$ cat config.mk
export PLATFORM = sky130hd
export DESIGN_NAME = spi_controller
export DESIGN_NICKNAME = d
export VERILOG_FILES = /design/src/rtl/spi_pkg.sv /design/src/rtl/spi_ctrl_tick.sv /design/src/rtl/spi_controller.sv
export SDC_FILE = /design/constraint.sdc
export NUM_CORES = 1
export LEC_CHECK = 0
export BUFFER_PORTS_ARGS = -buffer_cell sky130_fd_sc_hd__buf_2
export CAP_MARGIN = 0
export CORE_AREA = 5 5 70 72
export DETAILED_ROUTE_END_ITERATION = 7
export DIE_AREA = 0 0 75 77
export PLACE_DENSITY = 0.72
export SLEW_MARGIN = 0
export SYNTH_ARGS = -nofsm -noshare
export SYNTH_HDL_FRONTEND = slang
export SYNTH_SLANG_ARGS = --single-unit
$ cat constraint.sdc
create_clock -name clk -period 2.9 [get_ports clk]
set_input_delay 0.29 -clock clk [delete_from_list [all_inputs] [get_ports clk]]
set_output_delay 0.29 -clock clk [all_outputs]
set_load 0.02 [all_outputs]
$ cat src/rtl/spi_pkg.sv
// Shared definitions for the SPI register-write controller: frame layout,
// peripheral register map and FSM state encoding.
package spi_pkg;

  localparam int FRAME_W  = 16;
  localparam int RW_BIT   = 15;
  localparam int ADDR_MSB = 14;
  localparam int ADDR_LSB = 8;
  localparam int DATA_MSB = 7;

  localparam logic [6:0] REG_EN_OUT_7_0  = 7'h00;
  localparam logic [6:0] REG_EN_OUT_15_8 = 7'h01;
  localparam logic [6:0] REG_EN_PWM_7_0  = 7'h02;
  localparam logic [6:0] REG_EN_PWM_15_8 = 7'h03;
  localparam logic [6:0] REG_PWM_DUTY    = 7'h04;

  typedef enum logic [2:0] {
    ST_IDLE,
    ST_SETUP,
    ST_SHIFT,
    ST_HOLD,
    ST_GAP
  } state_e;

  function automatic int unsigned max4(input int unsigned a, input int unsigned b,
                                       input int unsigned c, input int unsigned d);
    int unsigned m;
    m = a;
    if (b > m) m = b;
    if (c > m) m = c;
    if (d > m) m = d;
    return m;
  endfunction

endpackage

$ cat src/rtl/spi_ctrl_tick.sv
// Loadable phase down-counter shared by every timed controller state;
// tc flags the last cycle of a loaded interval (count == 1).
module spi_ctrl_tick #(
  parameter int W = 4
) (
  input  logic         clk,
  input  logic         rst,
  input  logic         load,
  input  logic [W-1:0] load_val,
  output logic         tc
);

  localparam logic [W-1:0] ONE = W'(1);

  logic [W-1:0] cnt_q, cnt_d;

  always_comb begin
    cnt_d = cnt_q;
    if (load)               cnt_d = load_val;
    else if (cnt_q != '0)   cnt_d = cnt_q - ONE;
  end

  always_ff @(posedge clk) begin
    if (rst) cnt_q <= '0;
    else     cnt_q <= cnt_d;
  end

  assign tc = (cnt_q == ONE);

endmodule

$ cat src/rtl/spi_controller.sv
// SPI mode-0 register-write controller: serializes {rw, addr[6:0], data[7:0]} MSB first.
// Optional read-back (CIPO, rd_data, rd_valid) is enabled by defining SPI_CTRL_CIPO_EN.
//
// state | meaning
// IDLE  | ready for a request; the done cycle is the first IDLE cycle
// SETUP | nCS low, SCLK low, COPI = frame[15]
// SHIFT | 16 bits, each a low then a high SCLK phase of CLK_DIV cycles
// HOLD  | nCS low after the last falling SCLK edge
// GAP   | nCS high; the final gap cycle is spent in IDLE with done set
module spi_controller
  import spi_pkg::*;
#(
  parameter int CLK_DIV  = 4,
  parameter int CS_SETUP = 4,
  parameter int CS_HOLD  = 4,
  parameter int CS_GAP   = 8
) (
  input  logic       clk,
  input  logic       rst,
  input  logic       req_valid,
  output logic       req_ready,
  input  logic       req_rw,
  input  logic [6:0] req_addr,
  input  logic [7:0] req_data,
  output logic       busy,
  output logic       done,
  output logic       nCS,
  output logic       SCLK,
  output logic       COPI
`ifdef SPI_CTRL_CIPO_EN
  ,
  input  logic       CIPO,
  output logic [7:0] rd_data,
  output logic       rd_valid
`endif
);

  localparam int PW = $clog2(max4(CLK_DIV, CS_SETUP, CS_HOLD, CS_GAP) + 1);
  localparam logic [PW-1:0] SETUP_LD = PW'(CS_SETUP);
  localparam logic [PW-1:0] DIV_LD   = PW'(CLK_DIV);
  localparam logic [PW-1:0] HOLD_LD  = PW'(CS_HOLD);
  localparam logic [PW-1:0] GAP_LD   = PW'(CS_GAP - 1);

  state_e              state_q, state_d;
  logic [FRAME_W-1:0]  frame_q, frame_d;
  logic [4:0]          bit_q, bit_d;
  logic                high_q, high_d;
  logic                ncs_q, ncs_d;
  logic                sclk_q, sclk_d;
  logic                copi_q, copi_d;
  logic                busy_q, busy_d;
  logic                done_q, done_d;
  logic                ready_q, ready_d;
  logic                ld;
  logic [PW-1:0]       ld_val;
  logic                tc;
  logic                rw_in;
  logic [3:0]          bit_nxt;

`ifdef SPI_CTRL_CIPO_EN
  logic [7:0] rd_shift_q, rd_shift_d;
  logic [7:0] rd_data_q, rd_data_d;
  logic       rd_valid_q, rd_valid_d;
  assign rw_in = req_rw;
`else
  logic unused_rw;
  assign unused_rw = req_rw;
  assign rw_in     = 1'b1;
`endif

  assign bit_nxt = bit_q[3:0] - 4'd1;

  spi_ctrl_tick #(.W(PW)) u_tick (
    .clk      (clk),
    .rst      (rst),
    .load     (ld),
    .load_val (ld_val),
    .tc       (tc)
  );

  always_comb begin
    state_d = state_q;
    frame_d = frame_q;
    bit_d   = bit_q;
    high_d  = high_q;
    ncs_d   = ncs_q;
    sclk_d  = sclk_q;
    copi_d  = copi_q;
    busy_d  = busy_q;
    done_d  = 1'b0;
    ready_d = ready_q;
    ld      = 1'b0;
    ld_val  = '0;
`ifdef SPI_CTRL_CIPO_EN
    rd_shift_d = rd_shift_q;
    rd_data_d  = rd_data_q;
    rd_valid_d = 1'b0;
`endif
    case (state_q)
      ST_IDLE: begin
        ready_d = 1'b1;
        if (req_valid && ready_q) begin
          state_d = ST_SETUP;
          frame_d = {rw_in, req_addr, req_data};
          bit_d   = 5'd15;
          high_d  = 1'b0;
          ncs_d   = 1'b0;
          copi_d  = rw_in;
          busy_d  = 1'b1;
          ready_d = 1'b0;
          ld      = 1'b1;
          ld_val  = SETUP_LD;
        end
      end
      ST_SETUP: begin
        if (tc) begin
          state_d = ST_SHIFT;
          copi_d  = frame_q[RW_BIT];
          ld      = 1'b1;
          ld_val  = DIV_LD;
        end
      end
      ST_SHIFT: begin
        if (tc) begin
          ld     = 1'b1;
          ld_val = DIV_LD;
          if (!high_q) begin
            high_d = 1'b1;
            sclk_d = 1'b1;
          end else begin
`ifdef SPI_CTRL_CIPO_EN
            // Last cycle of a data-bit high phase: peripheral output is settled.
            if (!frame_q[RW_BIT] && bit_q < 5'd8)
              rd_shift_d = {rd_shift_q[6:0], CIPO};
`endif
            high_d = 1'b0;
            sclk_d = 1'b0;
            if (bit_q == 5'd0) begin
              state_d = ST_HOLD;
              ld_val  = HOLD_LD;
            end else begin
              bit_d  = bit_q - 5'd1;
              copi_d = frame_q[bit_nxt];
            end
          end
        end
      end
      ST_HOLD: begin
        if (tc) begin
          state_d = ST_GAP;
          ncs_d   = 1'b1;
          copi_d  = 1'b0;
          ld      = 1'b1;
          ld_val  = GAP_LD;
        end
      end
      ST_GAP: begin
        if (tc) begin
          state_d = ST_IDLE;
          done_d  = 1'b1;
          ready_d = 1'b1;
          busy_d  = 1'b0;
`ifdef SPI_CTRL_CIPO_EN
          if (!frame_q[RW_BIT]) begin
            rd_data_d  = rd_shift_q;
            rd_valid_d = 1'b1;
          end
`endif
        end
      end
      default: state_d = ST_IDLE;
    endcase
  end

  always_ff @(posedge clk) begin
    if (rst) begin
      state_q <= ST_IDLE;
      frame_q <= '0;
      bit_q   <= '0;
      high_q  <= 1'b0;
      ncs_q   <= 1'b1;
      sclk_q  <= 1'b0;
      copi_q  <= 1'b0;
      busy_q  <= 1'b0;
      done_q  <= 1'b0;
      ready_q <= 1'b0;
    end else begin
      state_q <= state_d;
      frame_q <= frame_d;
      bit_q   <= bit_d;
      high_q  <= high_d;
      ncs_q   <= ncs_d;
      sclk_q  <= sclk_d;
      copi_q  <= copi_d;
      busy_q  <= busy_d;
      done_q  <= done_d;
      ready_q <= ready_d;
    end
  end

`ifdef SPI_CTRL_CIPO_EN
  always_ff @(posedge clk) begin
    if (rst) begin
      rd_shift_q <= '0;
      rd_data_q  <= '0;
      rd_valid_q <= 1'b0;
    end else begin
      rd_shift_q <= rd_shift_d;
      rd_data_q  <= rd_data_d;
      rd_valid_q <= rd_valid_d;
    end
  end

  assign rd_data  = rd_data_q;
  assign rd_valid = rd_valid_q;
`endif

  assign req_ready = ready_q;
  assign busy      = busy_q;
  assign done      = done_q;
  assign nCS       = ncs_q;
  assign SCLK      = sclk_q;
  assign COPI      = copi_q;

endmodule

==> impl_metrics.ini <==
[clock_network]
cts.sinks = 35
cts_buffers = 5
clkSlewWorstSetupHoldPaths_ns = 0.07
clock_latency_ns = 0.28
postCtsSetupBuffers = 0
cts_root_buf = clkbuf_8
htreeDepth = 2
cts_tree = done
postCtsHoldBufs = 0
clockBufferDepth = 2
cts_resized = 0

[timing]
fin_hold_ws_ns = 0.243
worst_slack_ns = 0.715
period_minus_slack_ns = 2.18
fin_tns_setup_ns = 0
slew_viol_final = 0
final-hold-violation-count = 0
setup_viol = 0
finClkSkew_ns = 0.0100
max_freq_mhz = 458
finalCritPeriodShare_pct = 75.3
slew_headroom_pct = 51.8
worstMarginPinSlew_ns = 0.722
rsz0062_at_grt = no

[floorplan]
start_util_pct = 39.6
die_w_um = 75
row_count = 24
die_y_um = 77
core_mm2 = 0.00423
die-area_mm2 = 0.00578
io_pins = 25

[critical_path]
r2r_cells = 7
r2r_slack_ns = 0.72
cp_max_fo = 8
rr_endpoint = COPI
crit_type = register to register
end_kind = register
startpoint_type = register
r2r-start = bit_q[0]
worstPathArrival_ns = 2.31
endpoint = COPI
critPathLaunch = bit_q[0]
critical_path_required_ns = 3.02

[finish]
nFillCells = 422
syn2layout_area_growth_pct = 13.6
multi_input_area_um2 = 901
drive_gt1_share_pct = 22.3
instances_no_fill = 267
fin_nets = 237
ff_latch_area_um2 = 701
num_antenna_cells = 0

[placement]
dp_cells = 259
io_buffers = 23
dp_slack_ns = 0.717
finalWeightedCongestion = 0.805
hpwl_mm = 2.27

[routing]
wl_per_cell_um = 12.2
vias_per_cell = 5.06
routed_wl_mm = 3.26
drt-pass1-iter-count = 4
num_vias = 1351
antenna_left = 0
route.detailed.drc = 0
initialDrtViolationCount = 60

[synthesis]
synth_cell_types = 40
yosysMostFrequentCell = nand2_1
netlist_top_cells_count = nand2_1 (40), dfxtp_1 (35), a21oi_1 (26)
synth_top_cells_by_area = dfxtp_1 (42%), nand2_1 (9.0%), a21oi_1 (7.8%)
synth_seq_cells = 35
synth.cell_area_mm2 = 0.00168
synth_top_area_share_pct = 41.8
synthArstFlopShare_pct = 0
syn-num-nets = 216
yosys.area.top_type = dfxtp_1
synth_edf_count = 0
ys.flop_type = dfxtp_1
yosysWarnings = 0
synth_cells = 193
ys_seq_area_share_pct = 41.8
synth_area_per_cell_um2 = 8.69

[grt]
grt_overflow = 0
grt_pass1_vias = 1290
grt_max_degree = 36
grt_pass1_wl_mm = 5.59
track_usage_pct = 12.1
antenna_found_initial = 0

[pwr]
powerDensity_mw_per_mm2 = 707
vdd_drop_max_v = 0.000306
p_leak_uw = 0.000725

[hold_path]
hp-class = input port to register

[run_status]
status = finished clean

[flow_run]
maxCapViolCount = 0
==> through the flow <==
step / total power (uW) / area [um2] / utilization [%]
2_1_floorplan: 936 / 1680 / -
3_3_place_gp: 1010 / 1820 / 43.0
3_5_place_dp: 1020 / 1820 / 43.0
4_1_cts: 1360 / 1900 / 45.0
5_1_grt: 1440 / 1900 / 45.0
6_report: 1350 / 1900 / 45.0
==> power by group <==
| part | internal (uW) | total (uW) | switching (uW) |
|---|---|---|---|
| registers | 542 | 592 | 50.1 |
| logic | 178 | 423 | 244 |
| clock network | 168 | 332 | 164 |
| total | 888 | 1350 | 459 |
==> flip-flops by register name (all words and copies together) (netlist names) <==
name          count
nCS               1
done              1
state_q           3
frame_q          16
req_ready         1
bit_q             5
busy              1
high_q            1
u_tick.cnt_q      4
SCLK              1
COPI              1
==> critical path: stages, from the launching register on <==
cell	delay (ns)
dfxtp_1	0.31
buf_4	0.17
inv_1	0.06
ha_1	0.41
mux4_2	0.54
mux2_2	0.28
o211ai_1	0.16
a311oi_1	0.11
==> layout by cell type, fill, tap and decap left out, types with 2 or more instances in the layout <==
cell | synthesis | routed
or3_1 | 2 | 2
nand2b_1 | 3 | 3
buf_4 | 0 | 2
ha_1 | 4 | 4
inv_1 | 6 | 6
nand3_1 | 3 | 3
xnor2_1 | 3 | 3
a21oi_1 | 26 | 26
a211oi_2 | 3 | 3
dfxtp_1 | 35 | 35
nand2_1 | 40 | 40
clkbuf_8 | 0 | 5
buf_2 | 3 | 23
nor3_1 | 5 | 5
nor3b_2 | 2 | 2
o21ai_0 | 3 | 3
a211oi_1 | 2 | 2
mux4_2 | 4 | 4
nor2_1 | 17 | 17
mux2i_1 | 2 | 2
a31oi_1 | 3 | 3
==> metal layers <==
metal / vias up / wire length, um / global-route usage (%)
met4: 0 / 27 / 4.09
met1: 626 / 1500 / 15.2
met3: 2 / 90 / 3.66
met2: 15 / 1640 / 19.3
met5: - / 0 / 0
li1: 708 / - / -
==> worst min-delay path by stage <==
stage	start	endpoint	slack (ns)	cells past startpoint
6_report	req_addr[0]	frame_q[8]	0.24	3
5_1_grt	req_addr[0]	frame_q[8]	0.23	3
4_1_cts	req_addr[6]	frame_q[14]	0.23	3
3_5_place_dp	frame_q[10]	frame_q[10]	0.44	2
3_3_place_gp	bit_q[4]	bit_q[4]	0.43	2
2_1_floorplan	bit_q[4]	bit_q[4]	0.42	2
==> cell families after synthesis <==
group / share of synthesized area, %
flip-flops: 41.8
XOR/XNOR: 2.09
buffers and inverters: 4.48
multiplexers: 7.24
AND/OR/NAND/NOR: 22.2
AO/OA/AOI/OAI: 19.2
adder cells (fa/ha/maj): 2.99
==> final cells by class <==
type	instances	area share, %
Inverter	6	1.18
Tap cell	52	3.42
Sequential cell	35	36.8
Clock inverter	2	0.657
Clock buffer	6	3.81
Multi-Input combinational cell	141	47.3
Timing Repair Buffer	25	6.83
(Power assumes the default switching activity.)
